File: config.mk
export PLATFORM = sky130hd
export DESIGN_NAME = wb_master_arbiter
export DESIGN_NICKNAME = d
export VERILOG_FILES = /design/src/rtl/wb_master_arbiter.sv
export SDC_FILE = /design/constraint.sdc
export NUM_CORES = 1
export LEC_CHECK = 0
export ABC_CLOCK_PERIOD_IN_PS = 5000
export BUFFER_PORTS_ARGS = -buffer_cell sky130_fd_sc_hd__buf_4
export CORE_AREA = 2 2 129 131
export DETAILED_ROUTE_END_ITERATION = 10
export DIE_AREA = 0 0 131 133
export GPL_ROUTABILITY_DRIVEN = 1
export PLACE_DENSITY = 0.45
export SLEW_MARGIN = 0
export SYNTH_ARGS = -nofsm -noshare
export SYNTH_HDL_FRONTEND = slang
export SYNTH_SLANG_ARGS = --single-unit
File: constraint.sdc
create_clock -name i_clk -period 5 [get_ports i_clk]
set_input_delay 0 -clock i_clk [delete_from_list [all_inputs] [get_ports i_clk]]
set_output_delay 0 -clock i_clk [all_outputs]
set_load 0.01 [all_outputs]
File: src/rtl/wb_master_arbiter.sv
// Two-master Wishbone arbiter in front of a single shared slave.
// Master 0 (CPU) and master 1 (DMA) share the slave round-robin. Each grant
// lasts for the whole cycle (bus lock). A stalled slave or a slave that never
// acks is cut off after TIMEOUT strobe cycles. The owning master then gets a
// one-cycle err and the bus parks in ABORT until that master drops cyc.
module wb_master_arbiter #(
  parameter int TIMEOUT = 1000,
  parameter int ADDR_W  = 32,
  parameter int DATA_W  = 32
) (
  input  logic                i_clk,
  input  logic                in_rst,
  input  logic                i_m0_cyc,
  input  logic                i_m0_stb,
  input  logic                i_m0_we,
  input  logic [ADDR_W-1:0]   i_m0_addr,
  input  logic [DATA_W-1:0]   i_m0_data,
  input  logic [DATA_W/8-1:0] i_m0_sel,
  output logic                o_m0_ack,
  output logic                o_m0_stall,
  output logic                o_m0_err,
  output logic [DATA_W-1:0]   o_m0_data,
  input  logic                i_m1_cyc,
  input  logic                i_m1_stb,
  input  logic                i_m1_we,
  input  logic [ADDR_W-1:0]   i_m1_addr,
  input  logic [DATA_W-1:0]   i_m1_data,
  input  logic [DATA_W/8-1:0] i_m1_sel,
  output logic                o_m1_ack,
  output logic                o_m1_stall,
  output logic                o_m1_err,
  output logic [DATA_W-1:0]   o_m1_data,
  output logic                o_s_cyc,
  output logic                o_s_stb,
  output logic                o_s_we,
  output logic [ADDR_W-1:0]   o_s_addr,
  output logic [DATA_W-1:0]   o_s_data,
  output logic [DATA_W/8-1:0] o_s_sel,
  input  logic                i_s_ack,
  input  logic                i_s_stall,
  input  logic [DATA_W-1:0]   i_s_data,
  output logic [1:0]          o_grant,
  output logic [7:0]          o_abort_cnt
);

  localparam int SEL_W = DATA_W / 8;
  localparam logic [1:0] ST_IDLE  = 2'd0;
  localparam logic [1:0] ST_GNT0  = 2'd1;
  localparam logic [1:0] ST_GNT1  = 2'd2;
  localparam logic [1:0] ST_ABORT = 2'd3;
  localparam logic [9:0] TMO_LAST = 10'(TIMEOUT - 1);

  logic [1:0] state_q, state_d;
  logic       last_q, last_d;       // 0 = m0 owned last, 1 = m1 owned last
  logic       abort_m_q, abort_m_d; // master whose cycle was aborted
  logic [9:0] tmo_q, tmo_d;
  logic [7:0] abort_cnt_q, abort_cnt_d;

  logic gnt0_s, gnt1_s, tmo_hit_s;

  assign gnt0_s = (state_q == ST_GNT0);
  assign gnt1_s = (state_q == ST_GNT1);

  // Slave-side mux: the owner drives the slave. Otherwise the bus is quiet. A stb without cyc is masked off.
  always_comb begin
    o_s_cyc  = 1'b0;
    o_s_stb  = 1'b0;
    o_s_we   = 1'b0;
    o_s_addr = {ADDR_W{1'b0}};
    o_s_data = {DATA_W{1'b0}};
    o_s_sel  = {SEL_W{1'b0}};
    if (gnt0_s) begin
      o_s_cyc  = i_m0_cyc;
      o_s_stb  = i_m0_cyc & i_m0_stb;
      o_s_we   = i_m0_we;
      o_s_addr = i_m0_addr;
      o_s_data = i_m0_data;
      o_s_sel  = i_m0_sel;
    end else if (gnt1_s) begin
      o_s_cyc  = i_m1_cyc;
      o_s_stb  = i_m1_cyc & i_m1_stb;
      o_s_we   = i_m1_we;
      o_s_addr = i_m1_addr;
      o_s_data = i_m1_data;
      o_s_sel  = i_m1_sel;
    end else begin
      o_s_cyc  = 1'b0;
    end
  end

  // A strobed cycle has reached its last allowed wait with no ack. An ack in this same cycle wins.
  assign tmo_hit_s = (gnt0_s | gnt1_s) & o_s_stb & ~i_s_ack & (tmo_q == TMO_LAST);

  // Master-side responses: only the owner sees the slave. Everyone else sees stall.
  always_comb begin
    o_m0_ack   = gnt0_s & i_s_ack;
    o_m0_err   = gnt0_s & tmo_hit_s;
    o_m0_stall = gnt0_s ? i_s_stall : 1'b1;
    o_m0_data  = gnt0_s ? i_s_data : {DATA_W{1'b0}};
    o_m1_ack   = gnt1_s & i_s_ack;
    o_m1_err   = gnt1_s & tmo_hit_s;
    o_m1_stall = gnt1_s ? i_s_stall : 1'b1;
    o_m1_data  = gnt1_s ? i_s_data : {DATA_W{1'b0}};
    o_grant    = {gnt1_s, gnt0_s};
  end

  assign o_abort_cnt = abort_cnt_q;

  // Arbitration FSM: round-robin on ties, lock while cyc is held, hand over directly on release.
  always_comb begin
    state_d = state_q;
    case (state_q)
      ST_IDLE: begin
        if (i_m0_cyc && i_m1_cyc) state_d = last_q ? ST_GNT0 : ST_GNT1;
        else if (i_m0_cyc)        state_d = ST_GNT0;
        else if (i_m1_cyc)        state_d = ST_GNT1;
        else                      state_d = ST_IDLE;
      end
      ST_GNT0: begin
        if (tmo_hit_s)      state_d = ST_ABORT;
        else if (!i_m0_cyc) state_d = i_m1_cyc ? ST_GNT1 : ST_IDLE;
        else                state_d = ST_GNT0;
      end
      ST_GNT1: begin
        if (tmo_hit_s)      state_d = ST_ABORT;
        else if (!i_m1_cyc) state_d = i_m0_cyc ? ST_GNT0 : ST_IDLE;
        else                state_d = ST_GNT1;
      end
      ST_ABORT: begin
        if (!(abort_m_q ? i_m1_cyc : i_m0_cyc)) state_d = ST_IDLE;
        else                                    state_d = ST_ABORT;
      end
      default: state_d = ST_IDLE;
    endcase
  end

  // Side registers: last owner, aborted master, timeout counter and the saturating abort count.
  always_comb begin
    last_d      = last_q;
    abort_m_d   = abort_m_q;
    tmo_d       = tmo_q;
    abort_cnt_d = abort_cnt_q;
    if (state_d != state_q && state_d == ST_GNT0)      last_d = 1'b0;
    else if (state_d != state_q && state_d == ST_GNT1) last_d = 1'b1;
    else                                               last_d = last_q;
    if (tmo_hit_s) begin
      abort_m_d = gnt1_s;
      if (abort_cnt_q != 8'hFF) abort_cnt_d = abort_cnt_q + 8'd1;
      else                      abort_cnt_d = abort_cnt_q;
    end else begin
      abort_m_d = abort_m_q;
    end
    if (state_d != state_q || i_s_ack)      tmo_d = 10'd0;
    else if ((gnt0_s | gnt1_s) && o_s_stb)  tmo_d = tmo_q + 10'd1;
    else                                    tmo_d = tmo_q;
  end

  // State and bookkeeping registers with asynchronous active-low reset.
  always_ff @(posedge i_clk or negedge in_rst) begin
    if (!in_rst) begin
      state_q     <= ST_IDLE;
      last_q      <= 1'b1;
      abort_m_q   <= 1'b0;
      tmo_q       <= 10'd0;
      abort_cnt_q <= 8'd0;
    end else begin
      state_q     <= state_d;
      last_q      <= last_d;
      abort_m_q   <= abort_m_d;
      tmo_q       <= tmo_d;
      abort_cnt_q <= abort_cnt_d;
    end
  end

endmodule

Word-level counts from Yosys, hierarchy flattened
Index checks and enable logic that the tools add are counted.
{"block": "totals", "output_inout_bits": 151, "input_bits": 178, "ff_bits": 22}
{"block": "classes", "n_mux": 31, "bitwise": 11, "n_eq_ne": 8, "n_reduce_logical": 9, "n_addsub": 2}
{"cell": "32-bit 2-to-1 mux", "n": 6}
{"cell": "10-bit 2-to-1 mux", "n": 2}
{"cell": "2-bit 2-to-1 mux", "n": 8}
{"cell": "1-bit 2-to-1 mux", "n": 12}
{"cell": "10-bit by 1-bit adder with 10-bit output, second input constant", "n": 1}
{"cell": "10-bit equality test, second input constant", "n": 1}
{"cell": "1-bit bitwise AND", "n": 9}
{"cell": "8-bit by 1-bit adder with 8-bit output, second input constant", "n": 1}
{"cell": "4-bit 2-to-1 mux", "n": 2}
{"cell": "8-bit inequality test, second input constant", "n": 1}
{"cell": "2-bit one-hot mux with 4 select lines", "n": 1}
{"cell": "2-bit equality test, second input constant", "n": 3}
{"cell": "2-bit by 1-bit equality test with 1-bit output, second input constant", "n": 2}
{"cell": "1-bit logical AND", "n": 4}
{"cell": "2-bit nonzero test", "n": 2}
{"cell": "2-bit zero test", "n": 1}
{"cell": "2-bit inequality test", "n": 1}
{"cell": "2-bit AND reduction", "n": 1}
{"cell": "1-bit logical OR", "n": 1}
{"cell": "1-bit inverter", "n": 1}
{"cell": "1-bit OR", "n": 1}

Logic depth before layout (Yosys ltp)
Gate-level depths: netlist of the first run.
{"block": "depth", "word_depth": 12, "depth_mapped": 9}

Worst setup path after synthesis of the first run
Ideal clock, no wire load.
{"block": "synth_timing", "path_kind": "reg-to-reg", "start": "register state_q[0]", "end": "register abort_cnt_q[1], in the netlist o_abort_cnt[1]", "required_time_ns": 4.875, "setup_ns": 0.125, "stages_incl_launch_ff": 7, "path_buffers": 0, "arrival_time_ns": 1.970, "synth_period_minus_slack_ns": 2.094, "slack_ns": 2.906, "path_cell_list": "dfrtp_1 > inv_1 > ha_1 > nor4b_4 > o2111ai_4 > a31oi_2 > mux2_2"}
{"block": "synth_via", "elab_chain_cells": 7, "word_cells_on_any_way": 9}
{"element": "start: declaration", "line": "53", "rtl": "logic [1:0] state_q, state_d;"}
{"element": "start signal: assignment", "line": "167", "rtl": "state_q <= state_d;"}
{"element": "2-bit equality test", "line": "62", "rtl": "assign gnt1_s = (state_q == ST_GNT1);"}
{"element": "1-bit 2-to-1 mux", "line": "79", "rtl": "end else if (gnt1_s) begin"}
{"element": "1-bit 2-to-1 mux", "line": "72", "rtl": "if (gnt0_s) begin"}
{"element": "1-bit bitwise AND * (3 in a row)", "line": "92", "rtl": "assign tmo_hit_s = (gnt0_s | gnt1_s) & o_s_stb & ~i_s_ack & (tmo_q == TMO_LAST);"}
{"element": "2-bit AND reduction (no line) *"}
{"element": "end signal: assignment", "line": "171", "rtl": "abort_cnt_q <= abort_cnt_d;"}
{"element": "end: declaration", "line": "57", "rtl": "logic [7:0] abort_cnt_q, abort_cnt_d;"}
Every way passes the cells marked *; elsewhere a longest branch is shown, timed or not.
A chain may end at the register's enable or synchronous reset.

Worst setup path in the final report of the first run
{"block": "layout_timing", "start": "register state_q[0]", "end": "output port o_s_addr[27]"}
{"block": "layout_via", "elab_chain_cells": 3, "word_cells_on_any_way": 4}
{"element": "2-bit equality test", "line": "62"}
{"element": "32-bit 2-to-1 mux", "line": "79"}
{"element": "32-bit 2-to-1 mux *", "line": "72"}
{"element": "end: declaration", "line": "36", "rtl": "output logic [ADDR_W-1:0] o_s_addr,"}
Marked as above.

==> results of run 1 <==
registers in the layout (all words and copies together), names as in the netlist:
signal	count
o_abort_cnt	8
tmo_q	10
abort_m_q	1
state_q	2
last_q	1
layout make-up:
type | instances | area share
clock buffers | 3 | 0.0141
multi-input cells | 256 | 0.357
well taps | 220 | 0.0516
clock inverters | 1 | 0.00563
inverters | 4 | 0.00281
flip-flops and latches | 22 | 0.103
repair buffers | 331 | 0.466
repair_timing:
action | CTS | global route
hold buffers | 1 | 0
endpoints found under the hold margin | 22 | 0
buffers inserted | 0 | 0
synthesized netlist by cell type, types with 2 or more instances:
| cell | count | area share |
|---|---|---|
| and2_1 | 72 | 0.18 |
| a22o_1 | 66 | 0.23 |
| clkbuf_1 | 21 | 0.031 |
| dfrtp_1 | 21 | 0.21 |
| nand2_1 | 17 | 0.025 |
| nor2_1 | 14 | 0.021 |
| xnor2_1 | 11 | 0.038 |
| and3_1 | 7 | 0.017 |
| nand4_1 | 7 | 0.017 |
| o21ai_0 | 7 | 0.014 |
| ha_1 | 6 | 0.029 |
| nand3_1 | 6 | 0.012 |
| xor2_1 | 5 | 0.017 |
| inv_1 | 4 | 0.0059 |
| nor2b_1 | 4 | 0.0098 |
| a21oi_1 | 3 | 0.0059 |
| nand2b_1 | 3 | 0.0073 |
| a211oi_1 | 2 | 0.0059 |
| buf_1 | 2 | 0.0029 |
| buf_2 | 2 | 0.0039 |
| buf_4 | 2 | 0.0059 |
| mux2_2 | 2 | 0.0088 |
| nand4b_1 | 2 | 0.0068 |
layer usage:
| metal | vias up | global-route usage |
|---|---|---|
| met5 | - | 0 |
| met1 | 1681 | 0.191 |
| li1 | 1739 | - |
| met4 | 0 | 0.0301 |
| met2 | 153 | 0.292 |
| met3 | 21 | 0.0421 |
through the flow:
step           setup WS (ns)  utilization  instance area (µm²)
2_1_floorplan           2.91            -                 2560
3_3_place_gp            1.76        0.323                 5220
3_5_place_dp            1.76        0.323                 5220
4_1_cts                 1.48        0.330                 5340
5_1_grt                 1.21        0.330                 5340
6_report                1.47        0.330                 5340
where the power goes:
group	total, mW	internal, mW	switching, mW
clock network	0.228	0.159	0.0684
registers	0.217	0.194	0.0221
logic	1.96	0.965	0.997
total	2.41	1.32	1.09
kinds of logic (layout without fill, tap and decap cells):
group / Yosys count / after routing
compound gates: 90 / 90
xor+xnor: 17 / 17
fa+ha+maj: 6 / 6
buf+inv: 31 / 339
flops: 22 / 22
mux: 3 / 3
simple gates: 140 / 140
worst max path at each step:
stage	startpoint	end	slack, ns	depth (start not counted)
floorplan	state_q[0]	o_abort_cnt[1]	2.91	6
global placement	state_q[0]	o_s_data[13]	1.76	7
detailed placement	state_q[0]	o_s_data[13]	1.76	7
CTS	state_q[0]	o_s_data[13]	1.48	7
global route	state_q[0]	o_s_data[13]	1.21	7
finish	state_q[0]	o_s_addr[27]	1.47	7
worst reg2reg max path, stage by stage (launching register included):
cell and delay (ns):
dfrtp_1 0.45, inv_1 0.18, ha_4 0.89, and3_1 0.42, o2111ai_4 0.19, a31oi_2 0.42, mux2_2 0.39
==> impl_results.md, run 1 <==
- Result of the run: finished clean
- Width of the die: 131 µm
- Adder-Cell Fraction of Synth Area: 0.0293
- Number of top-level pins: 329
- Floorplan core area: 0.0162 mm²
- 1st-iter DRT viols: 120
- Most common cell type on the critical path: buf_4
- Layout Cells excl Fill: 837
- Final Hold Slack: 0.158 ns
- Vias in the first global route: 3461
- Height of the die: 133 µm
- Cell family with most CP delay: buffers and inverters
- Inserted Clock Buffers: 3
- Top library cells by usage in the layout, fill and taps aside: 330 x buf_4, 72 x and2_1, 66 x a22o_1, 21 x dfrtp_1, 17 x nand2_1
- Main combinational cell family by area after synthesis: simple AND/OR/NAND/NOR gates
- Setup clock skew after layout: 0.00368 ns
- Number of buffers on the longest clock path: 2
- Post-CTS resize count: 0
- Rows: 47
- Count of input and output buffers: 328
- Root buf cell: clkbuf_16
- Initial Utilization: 0.158
- Most used flip-flop cell after synthesis: dfrtp_1
- Latest clock arrival within the worst-skew pair: 0.26 ns
- DRC: 0
- Simple-gate share of the synthesized area: 0.326
- Setup CP Type: reg2out
- Count of distinct cell types in the synthesized netlist: 46
- Inst Count DP: 832
- Aggregate global-route resource usage: 0.162
- Largest fanout on the critical path: 40
- Max Used Layer: met4
- Layout area overhead: 108%
- CP cell instances: inv_1 -> ha_1 -> buf_4 -> nor2b_4 -> buf_4 -> a22o_1 -> buf_4
- Post-synthesis compound-gate area fraction: 0.306
- Endpoint arrival time on the critical path: 3.53 ns
- Longest individual stage delay on the worst path: 0.77 ns
- Count of H-tree levels built during CTS: 1
- Post-route minimum period: 3.53 ns
- Yosys Warn Count: 0
- Flop-to-flop setup slack: 1.96 ns
- Clock tree from TritonCTS: done
- Reg area: 552 µm²
- Share of async-settable or async-resettable flops after synthesis: 1.00
- DPL Wire Length: 13100 µm
- Critical R2R Launch: state_q[1]
- Part of the cycle the worst path needs: 0.705
- Average instance area after synthesis: 8.29 µm²
- Pin count of the biggest net entering global routing: 118
- Drt first pass iters: 6
- Final-report max-slew violation count: 0
- Die area: 0.0174 mm²
- Per-cell via count in the routed design: 4.29
- Number of storage elements in the synthesis netlist: 22
- Final setup violation count: 0
- Clock slew at the register clock pins of the worst setup and hold paths: 0.06 ns
- Met2 WL: 7910 µm
- Total negative setup slack: 0 ns
- Pwr Density: 451 mW/mm²
- Fraction of layout instances using a drive strength above 1: 0.566
- Global-route wire length before repair: 21500 µm
- Register area share after synthesis: 0.215
- Sink Count: 22
- Routed length on met3: 1340 µm
- Parity-gate share of the synthesized area counting xor and xnor cells: 0.0611
- Count of max-cap constraint violations: 0
- Initial antenna violation count: 0
- Total wire length after detailed routing: 15700 µm
- Routed WL per cell: 18.8 µm
- Tot Pwr: 2.41 mW
- Area of the multi-input gates: 0.00190 mm²
- Relative slew slack: 0.193
- Worst Tran Pin Value: 1.21 ns
- Final nets: 802
- Total leakage power: 2.79 nW
- Vias: 3594
- Path depth of the worst reg2reg path: 6
- Endpoint of the most critical register-to-register path: o_abort_cnt[1]
- Worst min-delay path category: in2async
- VDD IR max: 0.000213 V
- Synthesized Nets: 493
- Leading cell type in the layout, fill and taps excluded: buf_4
- CP Capture Type: output port
- Number of antenna cells inserted: 0
- Number of synthesized flops with an enable pin: 0
- Cell with the largest stage delay on the worst path: ha_1
- Required time of the worst setup path: 5.00 ns
- Unrepaired setup endpoints after global routing: false
- Max Fclk: 284 MHz
- Synthesized instance count: 309
- Weighted congestion reported at the end of routability-driven placement: 0.931
- Leftover overflow at the end of global routing: 0
- Proportion of synthesized area in mux cells: 0.0127
- Number of nets with antenna violations after detailed routing: 0
- Crit path buffers/inverters: 4
- Total standard cell area after synthesis: 0.00256 mm²
- Number of fill cells: 1739
- Worst Setup Start Kind: flop
- Routed metal-1 wire length: 6130 µm
- Final Hold Vio Count: 0
Power figures use the tool's default switching activity.
==> run 2: changes to the inputs <==
--- a/config.mk
+++ b/config.mk
@@ -5,7 +5,7 @@
 export SDC_FILE = /design/constraint.sdc
 export NUM_CORES = 1
 export LEC_CHECK = 0
-export ABC_CLOCK_PERIOD_IN_PS = 5000
+export ABC_CLOCK_PERIOD_IN_PS = 3650
 export BUFFER_PORTS_ARGS = -buffer_cell sky130_fd_sc_hd__buf_4
 export CORE_AREA = 2 2 129 131
 export DETAILED_ROUTE_END_ITERATION = 10
==> constraint.sdc (replaced) <==
create_clock -name i_clk -period 3.65 [get_ports i_clk]
set_input_delay 0 -clock i_clk [delete_from_list [all_inputs] [get_ports i_clk]]
set_output_delay 0 -clock i_clk [all_outputs]
set_load 0.01 [all_outputs]
==> run 2 against run 1 <==
Compared with the run above: combinational power is 38% higher; worst hold slack better by 0.016 ns; cell area is 0.14% higher; largest power group unchanged; critical path depth stayed put; sequential share of layout area hardly changed.
==> impl_results.md, run 2 (synthesized netlist as in run 1, its figures left out) <==
- Drt first pass iters: 4 (-2)
- Die area: 0.0174 mm² (unchanged)
- Number of buffers on the longest clock path: 2 (unchanged)
- Endpoint of the most critical register-to-register path: abort_m_q
- Unrepaired setup endpoints after global routing: false
- CP Capture Type: output port
- Count of input and output buffers: 328 (unchanged)
- Cell family with most CP delay: simple AND/OR/NAND/NOR gates
- Layout Cells excl Fill: 838 (+0.12%)
- Largest fanout on the critical path: 33 (-18%)
- Total leakage power: 2.79 nW (+0.19%)
- Longest individual stage delay on the worst path: 0.53 ns (-0.24 ns)
- Core utilization of the finished layout: 0.331 (+0.000464)
- Max Fclk: 364 MHz
- Vias: 3613 (+0.53%)
- Path depth of the worst reg2reg path: 7 (+1)
- Leading cell type in the layout, fill and taps excluded: buf_4
- Pwr Density: 618 mW/mm² (+37%)
- Clock tree from TritonCTS: done
- VDD IR max: 0.000244 V (+15%)
- Inserted Clock Buffers: 3 (unchanged)
- Tot Pwr: 3.31 mW (+37%)
- Vias in the first global route: 3474 (+0.38%)
- Global-route wire length before repair: 21500 µm (-0.38%)
- Total wire length after detailed routing: 15600 µm (-0.42%)
- Leftover overflow at the end of global routing: 0 (unchanged)
- Height of the die: 133 µm (unchanged)
- Worst min-delay path category: in2reg
- Post-route minimum period: 2.75 ns
- Rows: 47 (unchanged)
- Endpoint arrival time on the critical path: 2.75 ns (-0.78 ns)
- Inst Count DP: 833 (+0.12%)
- Final-report max-slew violation count: 0 (unchanged)
- Result of the run: finished clean
- Cell with the largest stage delay on the worst path: nor4b_1
- Width of the die: 131 µm (unchanged)
- Top library cells by usage in the layout, fill and taps aside: 331 x buf_4, 72 x and2_1, 66 x a22o_1, 21 x dfrtp_1, 17 x nand2_1
- Aggregate global-route resource usage: 0.161 (-0.000510)
- Initial Utilization: 0.158 (unchanged)
- Critical R2R Launch: state_q[1]
- Latest clock arrival within the worst-skew pair: 0.25 ns (about the same)
- DPL Wire Length: 12900 µm (-1.5%)
- Total negative setup slack: 0 ns (unchanged)
- Weighted congestion reported at the end of routability-driven placement: 0.934 (+0.38%)
- Worst Setup Start Kind: flop
- Crit path buffers/inverters: 2 (-2)
- Final nets: 803 (+0.12%)
- Worst min-delay path endpoint: tmo_q[8]
- DRC: 0 (unchanged)
- Setup clock skew after layout: 0.00165 ns (-0.00202 ns)
- CP cell instances: inv_1 -> ha_4 -> nand3_1 -> a21boi_2 -> nor4b_1 -> and2_1 -> buf_4
- Count of H-tree levels built during CTS: 1 (unchanged)
- Relative slew slack: 0.485 (+0.293)
- Routed WL per cell: 18.7 µm (-0.54%)
- Number of nets with antenna violations after detailed routing: 0 (unchanged)
- Layout area overhead: 109%
- Flop-to-flop setup slack: 1.14 ns (-0.82 ns)
- Part of the cycle the worst path needs: 0.753
- Sink Count: 22 (unchanged)
- Fraction of layout instances using a drive strength above 1: 0.566 (+0.000703)
- Final setup violation count: 0 (unchanged)
- Floorplan core area: 0.0162 mm² (unchanged)
- Largest Register: tmo_q
- Root buf cell: clkbuf_16
- Final Hold Slack: 0.173 ns (+0.0156 ns)
- 1st-iter DRT viols: 150 (+25%)
- Count of max-cap constraint violations: 0 (unchanged)
- Setup CP Type: reg2out
- Initial antenna violation count: 1 (+1)
- Number of antenna cells inserted: 0 (unchanged)
- # Post-CTS Setup Buffers: 0 (unchanged)
- Startpoint of the worst hold path: i_s_ack
- Worst Tran Pin Value: 0.772 ns (-0.439 ns)
- Required time of the worst setup path: 3.65 ns (-1.35 ns)
- Count of cells along the worst hold path: 3
- Max reg flops: 10 (unchanged)
- Pin count of the biggest net entering global routing: 86 (-27%)
- Number of top-level pins: 329 (unchanged)
- Final Hold Vio Count: 0 (unchanged)
- Clock slew at the register clock pins of the worst setup and hold paths: 0.06 ns (about the same)
- Per-cell via count in the routed design: 4.31 (+0.41%)
==> run 2: cell types whose count changed in the layout (fill, tap and decap cells not counted), sizes merged <==
cell  change
buf       +1
==> run 2: power by group <==
group | switching (mW) | total (mW) | leakage, nW | internal (mW)
Clock | 0.0926 | 0.310 | 0.0511 | 0.218
Combinational | 1.38 | 2.70 | 2.44 | 1.32
Sequential | 0.0308 | 0.297 | 0.300 | 0.266
==> run 2: how the worst max path moves through the flow <==
stage,from,depth (start not counted),slack (ns),to
3_3_place_gp,state_q[1],7,1.21,abort_m_q
6_report,state_q[1],7,0.90,o_m1_err
3_5_place_dp,state_q[1],8,1.21,tmo_q[6]
2_1_floorplan,state_q[0],6,1.56,o_abort_cnt[1]
5_1_grt,state_q[1],7,0.76,o_m1_err
4_1_cts,state_q[1],7,0.94,o_m1_err
==> run 2: metrics by stage <==
step	setup WS [ns]	instance area, µm²
floorplan	1.56	2560
global placement	1.21	5230
detailed placement	1.21	5230
CTS	0.935	5350
global route	0.756	5350
finish	0.900	5350
==> run 2: final cells by class <==
class	instances	area [µm²]
Inverter	4	15.0
Clock buffer	3	75.1
Sequential cell	22	552
Fill cell	1746	10800
Clock inverter	1	30.0
Multi-Input combinational cell	256	1900
Tap cell	220	275
Timing Repair Buffer	332	2490
==> run 2: routing by layer <==
metal / track usage / vias to the layer above / part of all wire
li1: - / 1741 / -
met2: 0.290 / 148 / 0.51
met3: 0.0315 / 8 / 0.078
met4: 0.0171 / 2 / 0.0047
met1: 0.203 / 1714 / 0.41
met5: 0 / - / 0.00070
==> run 2: worst min-delay path, delay by kind of cell <==
family	cells	cell delay, ns
simple gates	2	0.25
buf+inv	1	0.13
==> run 2: what timing repair did <==
action | in CTS | in global routing
endpoints found under the setup margin | 0 | 0
hold buffers | 1 | 0
resized for setup | 0 | 0
hold endpoints to repair | 22 | 0
